`config.mk`:
```
export PLATFORM = sky130hd
export DESIGN_NAME = line_arb_deadlock_monitor_gen2_flat
export DESIGN_NICKNAME = d
export VERILOG_FILES = /design/src/rtl/line_arb_deadlock_monitor_gen2_pkg.sv /design/src/rtl/line_arb_deadlock_monitor_gen2_if.sv /design/src/rtl/line_arb_deadlock_monitor_gen2_prienc.sv /design/src/rtl/line_arb_deadlock_monitor_gen2.sv /design/src/flat_wrapper.sv
export SDC_FILE = /design/constraint.sdc
export NUM_CORES = 1
export LEC_CHECK = 0
export BUFFER_PORTS_ARGS = -buffer_cell sky130_fd_sc_hd__buf_4
export CORE_MARGIN = 5
export CORE_UTILIZATION = 45
export DETAILED_ROUTE_END_ITERATION = 12
export GPL_ROUTABILITY_DRIVEN = 0
export PLACE_DENSITY = 0.73
export SLEW_MARGIN = 40
export SYNTH_ARGS = -nofsm -noshare
export SYNTH_HDL_FRONTEND = slang
export SYNTH_HIERARCHICAL = 1
export SYNTH_SLANG_ARGS = --single-unit
```
`constraint.sdc`:
```
create_clock -name clock -period 1.3 [get_ports clock]
set_input_delay 0.13 -clock clock [delete_from_list [all_inputs] [get_ports clock]]
set_output_delay 0.13 -clock clock [all_outputs]
set_load 0.01 [all_outputs]
```
`src/rtl/line_arb_deadlock_monitor_gen2_pkg.sv`:
```
// Shared types and helpers for the lineArb deadlock monitor.
// Holds the FSM state encoding and the index-width helper.
package line_arb_dlmon_pkg;

    typedef enum logic [1:0] {
        IDLE    = 2'd0,
        COUNT   = 2'd1,
        BLOCKED = 2'd2
    } dlmon_state_e;

    // Index width that never collapses to zero for single-entry vectors.
    function automatic int unsigned clog2_min1(input int unsigned n);
        return (n > 1) ? $clog2(n) : 1;
    endfunction

endpackage

```
`src/rtl/line_arb_deadlock_monitor_gen2_if.sv`:
```
// Status/stimulus bundle between the monitored pipeline and the deadlock monitor.
// The slave modport is the monitor side.
interface line_arb_deadlock_monitor_gen2_if
    import line_arb_dlmon_pkg::*;
#(
    parameter int unsigned N_AXIS = 8,
    parameter int unsigned N_SUB  = 2,
    parameter int unsigned CNT_W  = 1,
    parameter int unsigned IDX_W  = clog2_min1(N_AXIS)
);
    logic [N_AXIS-1:0] axis_block_sigs;
    logic [N_SUB-1:0]  inst_idle_sigs;
    logic [N_SUB-1:0]  inst_block_sigs;
    logic              clear;
    logic              block;
    logic              block_pulse;
    logic [N_AXIS-1:0] chan_mask;
    logic [IDX_W-1:0]  first_chan;
    logic              sub_cause;
    logic [CNT_W-1:0]  stall_cnt;

    modport master (
        output axis_block_sigs, inst_idle_sigs, inst_block_sigs, clear,
        input  block, block_pulse, chan_mask, first_chan, sub_cause, stall_cnt
    );

    modport slave (
        input  axis_block_sigs, inst_idle_sigs, inst_block_sigs, clear,
        output block, block_pulse, chan_mask, first_chan, sub_cause, stall_cnt
    );
endinterface

```
`src/rtl/line_arb_deadlock_monitor_gen2_prienc.sv`:
```
// Lowest-set-bit priority encoder; index is 0 when the vector is empty.
module line_arb_dlmon_prienc
    import line_arb_dlmon_pkg::*;
#(
    parameter int unsigned N     = 8,
    parameter int unsigned IDX_W = clog2_min1(N)
) (
    input  logic [N-1:0]     vec_i,
    output logic [IDX_W-1:0] idx_o,
    output logic             valid_o
);
    always_comb begin
        idx_o = '0;
        // Scan downwards so the lowest set bit is the last to write.
        for (int unsigned i = N; i > 0; i--) begin
            if (vec_i[i-1]) idx_o = IDX_W'(i - 1);
        end
        valid_o = |vec_i;
    end
endmodule

```
`src/rtl/line_arb_deadlock_monitor_gen2.sv`:
```
// Deadlock monitor: flags a persistent stream/sub-instance block after THRESH
// consecutive cycles and captures which channels were blocked at detection.
module line_arb_deadlock_monitor_gen2
    import line_arb_dlmon_pkg::*;
#(
    parameter int unsigned N_AXIS = 8,
    parameter int unsigned N_SUB  = 2,
    parameter int unsigned THRESH = 1,
    parameter bit          STICKY = 1'b0,
    parameter int unsigned CNT_W  = $clog2(THRESH + 1),
    parameter int unsigned IDX_W  = clog2_min1(N_AXIS)
) (
    input logic                            clock,
    input logic                            reset_n,
    line_arb_deadlock_monitor_gen2_if.slave bus
);
    localparam logic [CNT_W-1:0] THRESH_C = CNT_W'(THRESH);

    dlmon_state_e      state_q, state_d;
    logic [CNT_W-1:0]  cnt_q, cnt_d;
    logic              block_q, block_d;
    logic              pulse_q, pulse_d;
    logic [N_AXIS-1:0] mask_q, mask_d;
    logic [IDX_W-1:0]  first_q, first_d;
    logic              subc_q, subc_d;

    logic              sub_blk;
    logic              raw;
    logic [IDX_W-1:0]  enc_idx;
    logic              enc_valid;

    assign sub_blk = (&(bus.inst_idle_sigs | bus.inst_block_sigs)) & (|bus.inst_block_sigs);
    assign raw     = (|bus.axis_block_sigs) | sub_blk;

    line_arb_dlmon_prienc #(
        .N     (N_AXIS),
        .IDX_W (IDX_W)
    ) u_prienc (
        .vec_i   (bus.axis_block_sigs),
        .idx_o   (enc_idx),
        .valid_o (enc_valid)
    );

    always_comb begin
        state_d = state_q;
        cnt_d   = cnt_q;
        block_d = block_q;
        pulse_d = 1'b0;
        mask_d  = mask_q;
        first_d = first_q;
        subc_d  = subc_q;
        if (bus.clear) begin
            state_d = IDLE;
            cnt_d   = '0;
            block_d = 1'b0;
            mask_d  = '0;
            first_d = '0;
            subc_d  = 1'b0;
        end else begin
            unique case (state_q)
                IDLE, COUNT: begin
                    if (raw) begin
                        cnt_d = (state_q == IDLE) ? CNT_W'(1) : CNT_W'(cnt_q + 1'b1);
                        if (cnt_d == THRESH_C) begin
                            state_d = BLOCKED;
                            block_d = 1'b1;
                            pulse_d = 1'b1;
                            mask_d  = bus.axis_block_sigs;
                            first_d = enc_valid ? enc_idx : '0;
                            subc_d  = sub_blk;
                        end else begin
                            state_d = COUNT;
                        end
                    end else begin
                        state_d = IDLE;
                        cnt_d   = '0;
                    end
                end
                BLOCKED: begin
                    if (!STICKY && !raw) begin
                        state_d = IDLE;
                        cnt_d   = '0;
                        block_d = 1'b0;
                    end
                end
                default: begin
                    state_d = IDLE;
                    cnt_d   = '0;
                    block_d = 1'b0;
                end
            endcase
        end
    end

    always_ff @(posedge clock or negedge reset_n) begin
        if (!reset_n) begin
            state_q <= IDLE;
            cnt_q   <= '0;
            block_q <= 1'b0;
            pulse_q <= 1'b0;
            mask_q  <= '0;
            first_q <= '0;
            subc_q  <= 1'b0;
        end else begin
            state_q <= state_d;
            cnt_q   <= cnt_d;
            block_q <= block_d;
            pulse_q <= pulse_d;
            mask_q  <= mask_d;
            first_q <= first_d;
            subc_q  <= subc_d;
        end
    end

    assign bus.block       = block_q;
    assign bus.block_pulse = pulse_q;
    assign bus.chan_mask   = mask_q;
    assign bus.first_chan  = first_q;
    assign bus.sub_cause   = subc_q;
    assign bus.stall_cnt   = cnt_q;
endmodule

```
`src/flat_wrapper.sv`:
```
// flat-port wrapper written by rule: the top's interface ports become plain ports
module line_arb_deadlock_monitor_gen2_flat import line_arb_dlmon_pkg::*;
#(
    parameter int unsigned N_AXIS = 8,
    parameter int unsigned N_SUB  = 2,
    parameter int unsigned THRESH = 1,
    parameter bit          STICKY = 1'b0,
    parameter int unsigned CNT_W  = $clog2(THRESH + 1),
    parameter int unsigned IDX_W  = clog2_min1(N_AXIS)
)
  (clock, reset_n, bus_axis_block_sigs, bus_inst_idle_sigs, bus_inst_block_sigs, bus_clear, bus_block, bus_block_pulse, bus_chan_mask, bus_first_chan, bus_sub_cause, bus_stall_cnt);
  line_arb_deadlock_monitor_gen2_if #(.N_AXIS(N_AXIS), .N_SUB(N_SUB), .CNT_W(CNT_W), .IDX_W(IDX_W)) bus_i ();
  input logic clock;
  input logic reset_n;
  input wire logic [$bits(bus_i.axis_block_sigs)-1:0] bus_axis_block_sigs;
  input wire logic [$bits(bus_i.inst_idle_sigs)-1:0] bus_inst_idle_sigs;
  input wire logic [$bits(bus_i.inst_block_sigs)-1:0] bus_inst_block_sigs;
  input wire logic [$bits(bus_i.clear)-1:0] bus_clear;
  output wire logic [$bits(bus_i.block)-1:0] bus_block;
  output wire logic [$bits(bus_i.block_pulse)-1:0] bus_block_pulse;
  output wire logic [$bits(bus_i.chan_mask)-1:0] bus_chan_mask;
  output wire logic [$bits(bus_i.first_chan)-1:0] bus_first_chan;
  output wire logic [$bits(bus_i.sub_cause)-1:0] bus_sub_cause;
  output wire logic [$bits(bus_i.stall_cnt)-1:0] bus_stall_cnt;
  assign bus_i.axis_block_sigs = bus_axis_block_sigs;
  assign bus_i.inst_idle_sigs = bus_inst_idle_sigs;
  assign bus_i.inst_block_sigs = bus_inst_block_sigs;
  assign bus_i.clear = bus_clear;
  assign bus_block = bus_i.block;
  assign bus_block_pulse = bus_i.block_pulse;
  assign bus_chan_mask = bus_i.chan_mask;
  assign bus_first_chan = bus_i.first_chan;
  assign bus_sub_cause = bus_i.sub_cause;
  assign bus_stall_cnt = bus_i.stall_cnt;
  line_arb_deadlock_monitor_gen2 #(.N_AXIS(N_AXIS), .N_SUB(N_SUB), .THRESH(THRESH), .STICKY(STICKY), .CNT_W(CNT_W), .IDX_W(IDX_W)) u_core (.clock(clock), .reset_n(reset_n), .bus(bus_i));
endmodule
```
==> summary.md, run 1 <==
| Metric | Value |
|---|---|
| Via density | `5.01` |
| CTS tree | `built` |
| Synth area leaders | `dfrtp_1 (46%), nand2b_1 (14%), mux2i_1 (13%), o32ai_1 (2.0%), nand2_1 (1.7%)` |
| Setup CP Type | `input port to flip-flop` |
| Initial cell density of the core | `0.461` |
| Most frequent cell on the critical path | `buf_6` |
| Worst r2r path cells | `4` |
| Cell count after synthesis | `85` |
| Core Area | `0.00190 mm^2` |
| Fin nets | `146` |
| Drt pass-1 iters | `4` |
| Fin cells | `157` |
| Leakage power | `0.000636 uW` |
| Register area share after synthesis | `0.456` |
| Slowest-stage cell, CP | `or4_4` |
| Post-DP HPWL | `1600 um` |
| Synth warnings | `6` |
| Worst r2r dst | `u_core/bus.chan_mask[2]` |
| Die width | `54.2 um` |
| Hold Vio Cnt, Final | `0` |
| Run status | `finished with violations` |
| Post-synth EDFFs | `0` |
| TritonCTS buffer count | `3` |
| Root buffer cell | `clkbuf_4` |
| Most common cell in the synthesized netlist | `nand2b_1` |
| Hold path depth | `2` |
| CP endpoint kind | `flip-flop` |
| Slack of the critical path | `-0.0396 ns` |
| CP max stage delay | `0.53 ns` |
| CP Data Arrival Time | `1.51 ns` |
| Number of diodes | `0` |
| Worst r2r src | `u_core/state_q[1]` |
| Tmin final | `1.34 ns` |
| # Max-Cap Violations | `0` |
| Cells along the critical path | `buf_6 > or4_4 > o41a_1 > buf_6 > mux2i_2` |
| Synth top cells by count | `nand2b_1 (20), dfrtp_1 (16), mux2i_1 (11), nand2_1 (4)` |
| DIE AREA | `0.00293 mm^2` |
| Syn_area_per_cell | `10.3 um^2` |
| Area leader, netlist | `dfrtp_1` |
| Hold_sp | `bus_clear` |
| Share of cells above drive strength 1 | `0.415` |
| IO Port Bufs | `29` |
| Largest net degree at the start of global routing | `26` |
| Crit start category | `input port` |
| Reg2reg setup slack | `0.11 ns` |
| Top FF cell, synth | `dfrtp_1` |
| Synth top area share | `0.456` |
| HP Class | `input port to flip-flop` |
| Number of library cell types mapped by synthesis | `30` |
| Htree depth | `1` |
| Final WL | `2210 um` |
| Die Y | `54.2 um` |
| CP required | `1.47 ns` |
| First-pass GRT wire length | `3460 um` |
| Max VDD drop | `0.671 mV` |
| FF+latch count, synth | `16` |
| P per Cell Area | `887 mW/mm^2` |
| CTS Buffer Depth | `2` |
| FP Rows | `16` |
| Failing checks | `negative setup slack` |
| Clk sink count | `16` |
| Initial antenna violation count | `0` |
| Final period util | `1.03` |
| Wire per inst | `14.0 um` |
| Worst-path clk slew | `0.10 ns` |
| CP max FO | `5` |
| Unrepaired setup endpoints after global routing | `yes` |
| DRT antenna net count | `0` |
| P&R area growth vs syn | `47.9%` |
| Hold_ws | `0.157 ns` |
| Mapped Area | `877 um^2` |
| Dpl cells | `150` |
| Clk Latency, worst-skew pair | `0.28 ns` |
| GR Util All Layers | `0.165` |
| Setup violations, final | `11` |
| Clk_skew | `0.00807 ns` |
| Drc violations | `0` |
| Number of global-route vias before repair | `847` |
| Fmax achieved | `746 MHz` |
| Via count | `786` |
| Ys async rst share | `1.00` |
| Grt ovf | `0` |
| I/O pins | `30` |
| Final slew viol count | `0` |
| Iter 0 DRT Violations | `6` |
| Min-Delay Endpoint | `u_core/bus.block_pulse` |
| Syn Nets | `100` |
| Total power | `1150 uW` |
what timing repair did:
item,4_1_cts,5_1_grt
endpoints found under the setup margin,12,10
hold endpoints to repair,16,0
pin swaps,2,2
resized for setup,7,3
hold buffers,1,0
buffers inserted,1,1
how the worst max path moves through the flow:
stage,endpoint,slack (ns),startpoint
6_report,u_core/bus.first_chan[2],-0.04,bus_axis_block_sigs[1]
5_1_grt,u_core/bus.first_chan[2],-0.06,bus_axis_block_sigs[1]
4_1_cts,u_core/bus.chan_mask[2],-0.008,bus_axis_block_sigs[7]
3_5_place_dp,u_core/bus.block,-0.37,bus_axis_block_sigs[3]
3_3_place_gp,u_core/bus.block,-0.33,bus_axis_block_sigs[3]
2_1_floorplan,u_core/bus.chan_mask[0],-0.18,bus_axis_block_sigs[3]
per-stage QoR:
step / worst slack (ns) / util / TNS, ns / area [um^2]
5_1_grt: -0.0611 / 0.682 / -0.330 / 1300
6_report: -0.0396 / 0.682 / -0.146 / 1300
4_1_cts: -0.00800 / 0.672 / -0.0129 / 1280
3_3_place_gp: -0.328 / 0.631 / -4.44 / 1200
2_1_floorplan: -0.180 / - / -1.92 / 877
3_5_place_dp: -0.368 / 0.631 / -4.72 / 1200
cells in the final DEF, fill, tap and decap left out, types with 2 or more instances in the layout:
master / n
clkbuf_4: 3
dfrtp_1: 16
inv_1: 3
or4_4: 2
o32ai_1: 2
buf_4: 37
nor2_1: 3
buf_6: 6
nor2b_1: 2
nand2b_1: 20
nand2_1: 4
mux2i_1: 10
or2_2: 2
metal layers:
| layer | vias to the layer above | wire length (um) | global-route usage |
|---|---|---|---|
| met4 | 0 | 20 | 0.0788 |
| met3 | 2 | 130 | 0.0249 |
| met1 | 372 | 920 | 0.186 |
| li1 | 386 | - | - |
| met2 | 26 | 1130 | 0.297 |
| met5 | - | 0 | 0 |
layout make-up:
type / instances / area (um^2)
Fill cell: 166 / 604
Sequential cell: 16 / 400
Multi-Input combinational cell: 63 / 460
Clock buffer: 4 / 36.3
Tap cell: 27 / 33.8
Timing Repair Buffer: 44 / 355
Inverter: 3 / 11.3
kinds of logic after synthesis:
kind of cell    synth area share
simple gates               0.272
compound gates             0.107
flops                      0.456
buf+inv                   0.0342
other cells              0.00428
mux                        0.126
flip-flops by register name (all words and copies together), names as in the netlist:
name and count:
u_core/bus.chan_mask 8, u_core/bus.first_chan 3, u_core/bus.block 1, u_core/bus.block_pulse 1, u_core/bus.sub_cause 1, u_core/state_q 2
critical path, delay by kind of cell:
family	cells	cell delay (ns)
buf+inv	2	0.26
compound gates	1	0.45
simple gates	1	0.53
mux	1	0.14
where the power goes:
| group | total (uW) | leakage, uW | switching [uW] | internal, uW |
|---|---|---|---|---|
| Clock | 331 | 0.0000210 | 160 | 170 |
| Sequential | 550 | 0.000208 | 20.8 | 529 |
| Combinational | 270 | 0.000407 | 120 | 150 |
| Total | 1150 | 0.000636 | 301 | 849 |
Power figures use the tool's default switching activity.
==> run 2, diff against run 1 <==
--- a/config.mk
+++ b/config.mk
@@ -5,12 +5,13 @@
 export SDC_FILE = /design/constraint.sdc
 export NUM_CORES = 1
 export LEC_CHECK = 0
+export ABC_AREA = 1
 export BUFFER_PORTS_ARGS = -buffer_cell sky130_fd_sc_hd__buf_4
 export CORE_MARGIN = 5
 export CORE_UTILIZATION = 45
 export DETAILED_ROUTE_END_ITERATION = 12
 export GPL_ROUTABILITY_DRIVEN = 0
-export PLACE_DENSITY = 0.73
+export PLACE_DENSITY = 0.74
 export SLEW_MARGIN = 40
 export SYNTH_ARGS = -nofsm -noshare
 export SYNTH_HDL_FRONTEND = slang
==> run 2 against run 1 <==
Register-to-register slack improved by 0.13 ns. Non-clock buffer count decreased by 13. Die area down 8.4%. Highest routed layer unchanged. Largest power group unchanged. Via count decreased by 7.1%. Wire length fell by 26%. Clock power fell by 26%. Area after synthesis shrank 10%. Setup slack improved by 0.28 ns. The flow now finishes without violations. Combinational power fell by 27%. Cell count shrank 1.3%. Critical path depth is the same. Global-route usage shrank 1.3 points.
==> summary.md, run 2 <==
| Metric | Value |
|---|---|
| CP required | `1.52 ns (was 1.47 ns)` |
| Clk Latency, worst-skew pair | `0.28 ns (about the same)` |
| Final WL | `1630 um (was 2210 um)` |
| Worst-path clk slew | `0.09 ns (was 0.10 ns)` |
| Clock power share | `0.249 (was 0.287)` |
| Min-Delay Endpoint | `u_core/bus.chan_mask[1] (was u_core/bus.block_pulse)` |
| Sequential power share | `0.550 (was 0.478)` |
| Unrepaired setup endpoints after global routing | `no (was yes)` |
| Mapped Area | `787 um^2 (was 877 um^2)` |
| P&R area growth vs syn | `34.0% (was 47.9%)` |
| Setup_tns | `0 ns (was -0.146 ns)` |
| P per Cell Area | `936 mW/mm^2 (was 887 mW/mm^2)` |
| Run status | `completed (was finished with violations)` |
| GR Util All Layers | `0.151 (was 0.165)` |
| CTS tree | `built (unchanged)` |
| Hold path depth | `3 (was 2)` |
| Setup CP Type | `flip-flop to flip-flop (was input port to flip-flop)` |
| Register area share after synthesis | `0.509 (was 0.456)` |
| Most frequent cells in the layout | `nand2_1 (48), buf_4 (30), dfrtp_1 (16), inv_1 (14), nor2_1 (6) (was buf_4 (37), nand2b_1 (20), dfrtp_1 (16), mux2i_1 (10), buf_6 (6))` |
| Area leader, netlist | `dfrtp_1 (unchanged)` |
| DIE AREA | `0.00269 mm^2 (was 0.00293 mm^2)` |
| Clk_skew | `0.00657 ns (was 0.00807 ns)` |
| Combinational power share | `0.201 (was 0.235)` |
| FF+latch count, synth | `16 (unchanged)` |
| Final slew viol count | `0 (unchanged)` |
| CP max FO | `9 (was 5)` |
| Final period util | `0.815 (was 1.03)` |
| # Max-Cap Violations | `0 (unchanged)` |
| Worst r2r path cells | `5 (was 4)` |
| Post-synth EDFFs | `0 (unchanged)` |
| IO Port Bufs | `29 (unchanged)` |
| Hold_ws | `0.0680 ns (was 0.157 ns)` |
| Synth warnings | `6 (unchanged)` |
| Top FF cell, synth | `dfrtp_1 (unchanged)` |
| Sw frac | `0.262 (about the same)` |
| Number of library cell types mapped by synthesis | `16 (was 30)` |
| Max FFs per register | `8 (unchanged)` |
| HP Class | `input port to flip-flop (unchanged)` |
| Ys async rst share | `1.00 (unchanged)` |
| Fin nets | `155 (was 146)` |
| Setup violations, final | `0 (was 11)` |
| Share of cells above drive strength 1 | `0.297 (was 0.415)` |
| Cell count after synthesis | `105 (was 85)` |
| Slack of the critical path | `0.240 ns (was -0.0396 ns)` |
| Most common cell after layout, fill and taps aside | `nand2_1 (was buf_4)` |
| Core Area | `0.00169 mm^2 (was 0.00190 mm^2)` |
| Internal power | `729 uW (was 849 uW)` |
| Syn_area_per_cell | `7.50 um^2 (was 10.3 um^2)` |
| Via count | `730 (was 786)` |
| Initial cell density of the core | `0.466 (was 0.461)` |
| I/O pins | `30 (unchanged)` |
| Via density | `4.71 (was 5.01)` |
| TritonCTS buffer count | `3 (unchanged)` |
| Clk sink count | `16 (unchanged)` |
| Die width | `51.8 um (was 54.2 um)` |
| Number of fill cells | `168 (was 166)` |
| FP Rows | `15 (was 16)` |
| Grt ovf | `0 (unchanged)` |
| Crit start category | `flip-flop (was input port)` |
| First-pass GRT wire length | `3020 um (was 3460 um)` |
| Most common cell in the synthesized netlist | `nand2_1 (was nand2b_1)` |
| Wire per inst | `10.5 um (was 14.0 um)` |
| Post-DP HPWL | `1290 um (was 1600 um)` |
| Hold Vio Cnt, Final | `0 (unchanged)` |
| CP endpoint kind | `flip-flop (unchanged)` |
| Synth top area share | `0.509 (was 0.456)` |
| Synth top cells by count | `nand2_1 (48), dfrtp_1 (16), inv_1 (14), nor2_1 (6) (was nand2b_1 (20), dfrtp_1 (16), mux2i_1 (11), nand2_1 (4))` |
| Root buffer cell | `clkbuf_4 (unchanged)` |
| Leakage power | `0.000642 uW (was 0.000636 uW)` |
| Tmin final | `1.06 ns (was 1.34 ns)` |
| Sw power | `258 uW (was 301 uW)` |
| Pre-CTS setup slack | `0.162 ns (was -0.368 ns)` |
| Worst r2r dst | `u_core/bus.chan_mask[3] (was u_core/bus.chan_mask[2])` |
| Number of global-route vias before repair | `722 (was 847)` |
| Largest net degree at the start of global routing | `17 (was 26)` |
| Max VDD drop | `0.624 mV (was 0.671 mV)` |
| Drt pass-1 iters | `4 (unchanged)` |
| Fmax achieved | `943 MHz (was 746 MHz)` |
| Drc violations | `0 (unchanged)` |
| Die Y | `51.8 um (was 54.2 um)` |
| Post-CTS Resized | `0 (was 7)` |
| Worst r2r src | `u_core/state_q[1] (unchanged)` |
| Htree depth | `1 (unchanged)` |
| Syn Nets | `120 (was 100)` |
| CTS Buffer Depth | `2 (unchanged)` |
| CP Data Arrival Time | `1.28 ns (was 1.51 ns)` |
| Initial antenna violation count | `0 (unchanged)` |
| Hold_sp | `bus_axis_block_sigs[1] (was bus_clear)` |
| Number of diodes | `0 (unchanged)` |
| Reg2reg setup slack | `0.24 ns (was 0.11 ns)` |
| Synth area leaders | `dfrtp_1 (51%), nand2_1 (23%), inv_1 (6.7%), nand2_2 (3.2%), nand4_1 (3.2%) (was dfrtp_1 (46%), nand2b_1 (14%), mux2i_1 (13%), o32ai_1 (2.0%), nand2_1 (1.7%))` |
| DRT antenna net count | `0 (unchanged)` |
| Iter 0 DRT Violations | `7 (was 6)` |
## run 2: cell type report
cell class                 instances  area, um^2  area share
inverter                          15        56.3      0.0534
multi-input combinational         73         319       0.302
clock buffer                       3        22.5      0.0214
timing repair buffer              31         235       0.223
tap                               17        21.3      0.0202
sequential                        16         400       0.380
## run 2: what timing repair did
item	4_1_cts	5_1_grt
endpoints found under the hold margin	16	0
hold buffers	1	0
buffers inserted	0	0
## run 2: power groups by stage
stage               sequential [uW]  combinational [uW]  clock, uW
finish                          543                 198        246
global route                    549                 226        293
CTS                             544                 202        263
detailed placement              554                 199          0
global placement                552                 196          0
floorplan                       567                73.4          0
## run 2: through the flow
step                      utilization  instances  power, uW  cell area, um^2
after floorplan                     -        105        640              787
after global placement          0.605        151        749             1020
after detailed placement        0.605        151        753             1020
after CTS                       0.624        155       1010             1050
after global routing            0.624        155       1070             1050
final                           0.624        155        987             1050
## run 2: worst max-delay path, stage by stage, from the launching register on
cell and delay, ns:
dfrtp_1 0.41, nor2_1 0.22, nand2_2 0.10, inv_2 0.14, nand2_1 0.07, nand2_1 0.07
## run 2: cell families after synthesis
group | Yosys count | synth area share
buffers and inverters | 16 | 0.0858
flip-flops | 16 | 0.509
AO/OA/AOI/OAI | 4 | 0.0318
other | 1 | 0.00476
AND/OR/NAND/NOR | 68 | 0.369
## run 2: worst max-delay path by stage
stage	start	to	slack [ns]	cells past startpoint
floorplan	u_core/state_q[1]	u_core/bus.chan_mask[0]	0.23	5
global placement	bus_axis_block_sigs[0]	u_core/bus.chan_mask[7]	0.19	9
detailed placement	bus_axis_block_sigs[0]	u_core/bus.chan_mask[7]	0.16	9
CTS	u_core/state_q[1]	u_core/bus.chan_mask[7]	0.22	5
global route	u_core/state_q[1]	u_core/bus.chan_mask[3]	0.13	5
finish	u_core/state_q[1]	u_core/bus.chan_mask[3]	0.24	5
## run 2: per-layer routing
layer	share of wire	vias up	wire (um)	GRT usage
li1	-	383	-	-
met1	0.43	325	705	0.184
met2	0.50	18	814	0.245
met3	0.038	4	62	0.0201
met4	0.027	0	44	0.105
met5	0	-	0	0
